## src/rtl/router_sync.sv

```systemverilog
// Router synchronizer: latches the packet destination, steers FIFO writes and full/valid flags,
// and (with ROUTER_SYNC_TIMEOUT_EN defined) issues per-port soft resets on read stalls.
module router_sync #(
    parameter int TIMEOUT = 30
) (
    input  logic       clk,
    input  logic       resetn,
    input  logic       detect_add,
    input  logic [1:0] datain,
    input  logic       write_enb_reg,
    input  logic       full_0,
    input  logic       full_1,
    input  logic       full_2,
    input  logic       empty_0,
    input  logic       empty_1,
    input  logic       empty_2,
    input  logic       read_enb_0,
    input  logic       read_enb_1,
    input  logic       read_enb_2,
    output logic [2:0] write_enb,
    output logic       fifo_full,
    output logic       vld_out_0,
    output logic       vld_out_1,
    output logic       vld_out_2,
    output logic       soft_reset_0,
    output logic       soft_reset_1,
    output logic       soft_reset_2
);

    logic [1:0] addr_q;

    always_ff @(posedge clk or negedge resetn) begin
        if (!resetn) begin
            addr_q <= 2'b00;
        end else if (detect_add) begin
            addr_q <= datain;
        end
    end

    // Address 11 is an invalid destination: no write, and never reports full.
    always_comb begin
        write_enb = 3'b000;
        fifo_full = 1'b0;
        case (addr_q)
            2'b00: begin
                write_enb = {2'b00, write_enb_reg};
                fifo_full = full_0;
            end
            2'b01: begin
                write_enb = {1'b0, write_enb_reg, 1'b0};
                fifo_full = full_1;
            end
            2'b10: begin
                write_enb = {write_enb_reg, 2'b00};
                fifo_full = full_2;
            end
            default: begin
                write_enb = 3'b000;
                fifo_full = 1'b0;
            end
        endcase
    end

    assign vld_out_0 = ~empty_0;
    assign vld_out_1 = ~empty_1;
    assign vld_out_2 = ~empty_2;

`ifdef ROUTER_SYNC_TIMEOUT_EN
    localparam logic [4:0] TERM_CNT = 5'(TIMEOUT - 1);

    logic [2:0] vld_v;
    logic [2:0] rd_v;
    logic [2:0] sr_v;

    assign vld_v = {vld_out_2, vld_out_1, vld_out_0};
    assign rd_v  = {read_enb_2, read_enb_1, read_enb_0};

    for (genvar g = 0; g < 3; g++) begin : g_port
        logic [4:0] cnt_q;
        logic [4:0] cnt_d;
        logic       sr_q;
        logic       sr_d;

        // Counter holds when the port is idle (no data, no read); any read activity clears it.
        always_comb begin
            cnt_d = cnt_q;
            sr_d  = 1'b0;
            if (vld_v[g] && !rd_v[g]) begin
                if (cnt_q == TERM_CNT) begin
                    cnt_d = 5'd0;
                    sr_d  = 1'b1;
                end else begin
                    cnt_d = cnt_q + 5'd1;
                end
            end else if (vld_v[g] || rd_v[g]) begin
                cnt_d = 5'd0;
            end
        end

        always_ff @(posedge clk or negedge resetn) begin
            if (!resetn) begin
                cnt_q <= 5'd0;
                sr_q  <= 1'b0;
            end else begin
                cnt_q <= cnt_d;
                sr_q  <= sr_d;
            end
        end

        assign sr_v[g] = sr_q;
    end

    assign soft_reset_0 = sr_v[0];
    assign soft_reset_1 = sr_v[1];
    assign soft_reset_2 = sr_v[2];
`else
    localparam int unused_timeout = TIMEOUT;
    logic unused_rd;
    assign unused_rd = ^{read_enb_0, read_enb_1, read_enb_2, unused_timeout[0]};

    assign soft_reset_0 = 1'b0;
    assign soft_reset_1 = 1'b0;
    assign soft_reset_2 = 1'b0;
`endif

endmodule

```

## config.mk

```make
export PLATFORM = sky130hd
export DESIGN_NAME = router_sync
export DESIGN_NICKNAME = d
export VERILOG_FILES = /design/src/rtl/router_sync.sv
export SDC_FILE = /design/constraint.sdc
export NUM_CORES = 1
export LEC_CHECK = 0
export BUFFER_PORTS_ARGS = -buffer_cell sky130_fd_sc_hd__buf_2
export CAP_MARGIN = 10
export CORE_AREA = 5 5 42 44
export CTS_CLUSTER_SIZE = 8
export DETAILED_ROUTE_END_ITERATION = 12
export DIE_AREA = 0 0 47 49
export SYNTH_ARGS = -nofsm -noshare
export SYNTH_HDL_FRONTEND = slang
export SYNTH_SLANG_ARGS = --single-unit
```

## constraint.sdc

```tcl
create_clock -name clk -period 1.05 [get_ports clk]
set_input_delay 0.21 -clock clk [delete_from_list [all_inputs] [get_ports clk]]
set_output_delay 0.21 -clock clk [all_outputs]
set_load 0.02 [all_outputs]
```

# Yosys cells after proc, flatten, opt, wreduce, memory -nomap -nowiden

Index checks and enable logic that the tools add are counted.

Input port bits: 15
Word-level logic and storage cells: 9
Memory bits (writable): 0
ROM bits: 0
Memories kept: 0
Bits in latches: 0
Register bits after elaboration: 2
Output and inout port bits: 10

$mul: 0
Equal/unequal tests: 2
Div/mod/pow operators: 0
Add/subtract/negate cells: 0
Mux-type cells: 2
Shift operators: 0
Reductions and logical operators: 1
Bitwise logic cells: 3
Order comparisons: 0

Operator list:

| kind                                                 | count |
|---|---|
| one-hot mux 3 bit (3 select lines)                   | 1 |
| inverter 1 bit                                       | 3 |
| one-hot mux 1 bit (3 select lines)                   | 1 |
| equality test 2 x 1 -> 1 bit (second input constant) | 1 |
| equality test 2 bit (second input constant)          | 1 |
| logical NOT 2 bit                                    | 1 |

# Logic depth before layout (Yosys ltp)

Word-level depth: 2
Gate-level depth with buffers: 2
Depth with buffers taken out: 2

# Worst setup path after synthesis

Ideal clock, no wire load.

Kind: register to output
Start: register addr_q[1]
End: output write_enb[0]
Buffers on the path: 0
Required time: 0.840 ns
Cell stages (with the launch flop): 2
Setup slack: -0.102 ns
Arrival time: 0.942 ns
Cell sequence: dfrtp_1 -> nor3b_1

Cells in the longest elaborated chain, start to end: 2
Elaborated cells on any way between the ends: 4
Classes of those cells: 2 x eq/ne; 1 x mux; 1 x reduce/logical

RTL lines:

| element                                     | line | text |
|---|---|---|
| start: declaration                          | 30   | `logic [1:0] addr_q;` |
| start signal: assignment                    | 36   | `addr_q <= datain;` |
| equality test 2 bit (tied with other cells) | 44   | `case (addr_q)` |
| one-hot mux 3 bit (3 select lines) (*)      | 44   |  |
| end: declaration                            | 20   | `output logic [2:0] write_enb,` |

Every way passes the cells marked *; elsewhere a longest branch is shown, timed or not.

# Worst setup path in the final report

Start: register addr_q[0]
End: output fifo_full

Cells in the longest elaborated chain, start to end: 2
Elaborated cells on any way between the ends: 4
Classes of those cells: 2 x eq/ne; 1 x mux; 1 x reduce/logical

RTL lines:

| element                                     | line | text |
|---|---|---|
| equality test 2 bit (tied with other cells) | 44   |  |
| one-hot mux 1 bit (3 select lines) (*)      | 44   |  |
| end: declaration                            | 21   | `output logic fifo_full,` |

Marked as above.

==> impl_results.md <==
* Fmax at roughly 780 MHz
* Hold path startpoint: datain[0]
* Post-synthesis adder-cell area fraction at 0
* Synth top area cells: dfrtp_1 31%, buf_4 14%, mux2_1 14%
* Share of flip-flops with an asynchronous set or reset at 1.00
* Max Clock Skew at 0 ps
* Clock sinks at 2
* Synth Area in Simple Gates at 0.219
* Share of layout cells above drive strength 1 at 0.744
* Leading area contributor after synthesis: dfrtp_1
* Drt wl/cell at 9.51 µm
* Routed vias at ~190
* Worst VDD drop at ~0.49 mV
* CP startpoint kind: flop
* Worst skew pair latency at 230 ps
* Syn avg cell area at about 9.4 µm²
* Status: complete, but fails checks
* Register area share after synthesis at 0.313
* Die Area at approximately 0.0023 mm²
* Hold/Removal Path Class: in -> reg
* DR DRC count at 0
* Top flop regs: addr_q: 2 flops
* XOR/XNOR Fraction of Synth Area at 0
* GRT Total Usage at 0.0472
* CP arrival at approximately 1100 ps
* Post-DRT Antenna Nets at 0
* RSZ-0062 raised after global routing: yes
* Endpoint class of the critical path: primary output
* Pre-CTS WS at -61.0 ps
* Placer congestion estimate at 0.579
* Clk Tree Root Cell: clkbuf_4
* Slew Limit Fails at 0
* Port bufs at 18
* Chip height at ~49 µm
* Critical path class: reg -> out
* Violated checks: setup timing
* Top reg by flops: addr_q
* PD cells at 1220 mW/mm²
* Post-Route WL at about 520 µm
* Final Hold Fails at 0
* Final setup margin at -233 ps
* Leak at 0.000182 µW
* Worst r2r path cells at 2
* Final HPWL DP at 387 µm
* Clock Tree Buf Depth at 2
* Io pins at 25
* Post-synth top flop: dfrtp_1
* CTS tree: built
* Starting Density at 0.114
* Number of synthesized flops with an enable pin at 0
* DR top layer: met4
* Capturing point of the worst reg2reg path: addr_q[0]
* Launching point of the worst reg2reg path: addr_q[0]
* H-tree depth at 1
* Finished Layout Cells at 55
* Initial antenna violation count at 0
* Drt first pass iters at 1
* Flops & latches, synth at 2
* Number of placement rows at 14
* Worst Path Required at about 840 ps
* Gr ovfl total at 0
* Flop-to-flop setup slack at 70 ps
* P&R area growth vs syn at 107%
* Mux cell area share after synthesis at 0.203
* # setup viols final at 4
* Via density at ~3.4
* Die width at around 47 µm
* Cell variety after synth at 10
* Post-synthesis compound-gate area fraction at 0.0313
* DR iter-0 viols at 0
* Metal-1 WL at 154 µm
* Total chip power at between 400 and 500 µW
* Diode count at 0
* Vias in the first global route at 186
* Max reg flops at 2
* Met2 WL post-DR at approximately 250 µm
* Number of synthesis warnings at 0
* First-pass GRT wire length at a little over 700 µm
* Worst hold slack at roughly 210 ps
* WHS Path Cells at 2
* Most frequent cells after synthesis: 3 x buf_4, 3 x inv_1, 2 x and3b_2, 2 x dfrtp_1, 2 x mux2_1
* Max cap viols at 0
* Mapped Cells at 17
* Routed wl met3 at just under 100 µm
* Total CTS buffers at 3
* Total Neg Setup Slack at -752 ps
* Nets at 56
* CP Max Fanout at 6
* Top cell type's share of synthesized area at 0.313
* Synth Cell Area at 160 µm²
* Crit path time final at ~1300 ps
* Largest family of logic cells by synthesized area: simple AND/OR/NAND/NOR gates
* Core Area at 0.00140 mm²
* WHS Endpoint: addr_q[0]
* Clock slew at reported path FFs at roughly 30 ps
* Largest net degree at the start of global routing at 7
* Fin crit share at 1.22
* Placed Cells at 50
==> logic make-up after synthesis <==
group / count (synthesis)
and+or+nand+nor: 4
AOI/OAI and AO/OA: 1
muxes: 3
other: 1
DFF: 2
buffers and inverters: 6
==> metrics by stage <==
step                area (µm²)  utilization
detailed placement         264        0.188
global route               332        0.237
floorplan                  176            -
finish                     332        0.237
global placement           264        0.188
CTS                        320        0.229
==> routing by layer <==
metal	GRT usage	vias to the layer above
li1	-	94
met1	0.0330	72
met2	0.0882	21
met3	0.00369	2
met4	0.0553	0
met5	0	-
==> report_power, final <==
part | leakage (µW) | internal [µW] | switching (µW) | total, µW
clock network | 0.0000138 | 126 | 48.5 | 175
registers | 0.0000214 | 87.0 | 14.3 | 101
logic | 0.000146 | 69.0 | 60.2 | 129
==> critical path: stages (launching register included) <==
cell	delay, ps
dfrtp_2	440
mux2i_2	160
o21ai_2	120
buf_6	130
==> layout make-up <==
type | count | area [µm²]
fillers | 162 | 1070
repair buffers | 20 | 129
multi-input cells | 11 | 96.3
flip-flops and latches | 2 | 52.6
clock buffers | 3 | 22.5
well taps | 16 | 20.0
inverters | 3 | 11.3
==> cell usage in the layout (no fill, tap or decap), types with 2 or more instances in the layout <==
cell type	netlist	final
buf_2	0	14
inv_1	3	3
conb_1	1	3
clkbuf_4	0	3
buf_6	0	3
and3b_2	2	2
mux2_1	2	2
dfrtp_2	0	2
buf_4	3	2
==> timing repair <==
action                                  in CTS  in global routing
gates resized for setup                      9                  1
hold buffers                                 1                  0
endpoints found under the hold margin        2                  0
buffers inserted                             0                  1
endpoints found under the setup margin       4                  4
pin swaps                                    2                  1
==> worst max-delay path by stage <==
stage	startpoint	endpoint
3_3_place_gp	addr_q[0]	fifo_full
3_5_place_dp	addr_q[0]	fifo_full
4_1_cts	addr_q[0]	fifo_full
6_report	addr_q[0]	fifo_full
5_1_grt	addr_q[0]	fifo_full
2_1_floorplan	addr_q[1]	write_enb[0]
(Power assumes the default switching activity.)
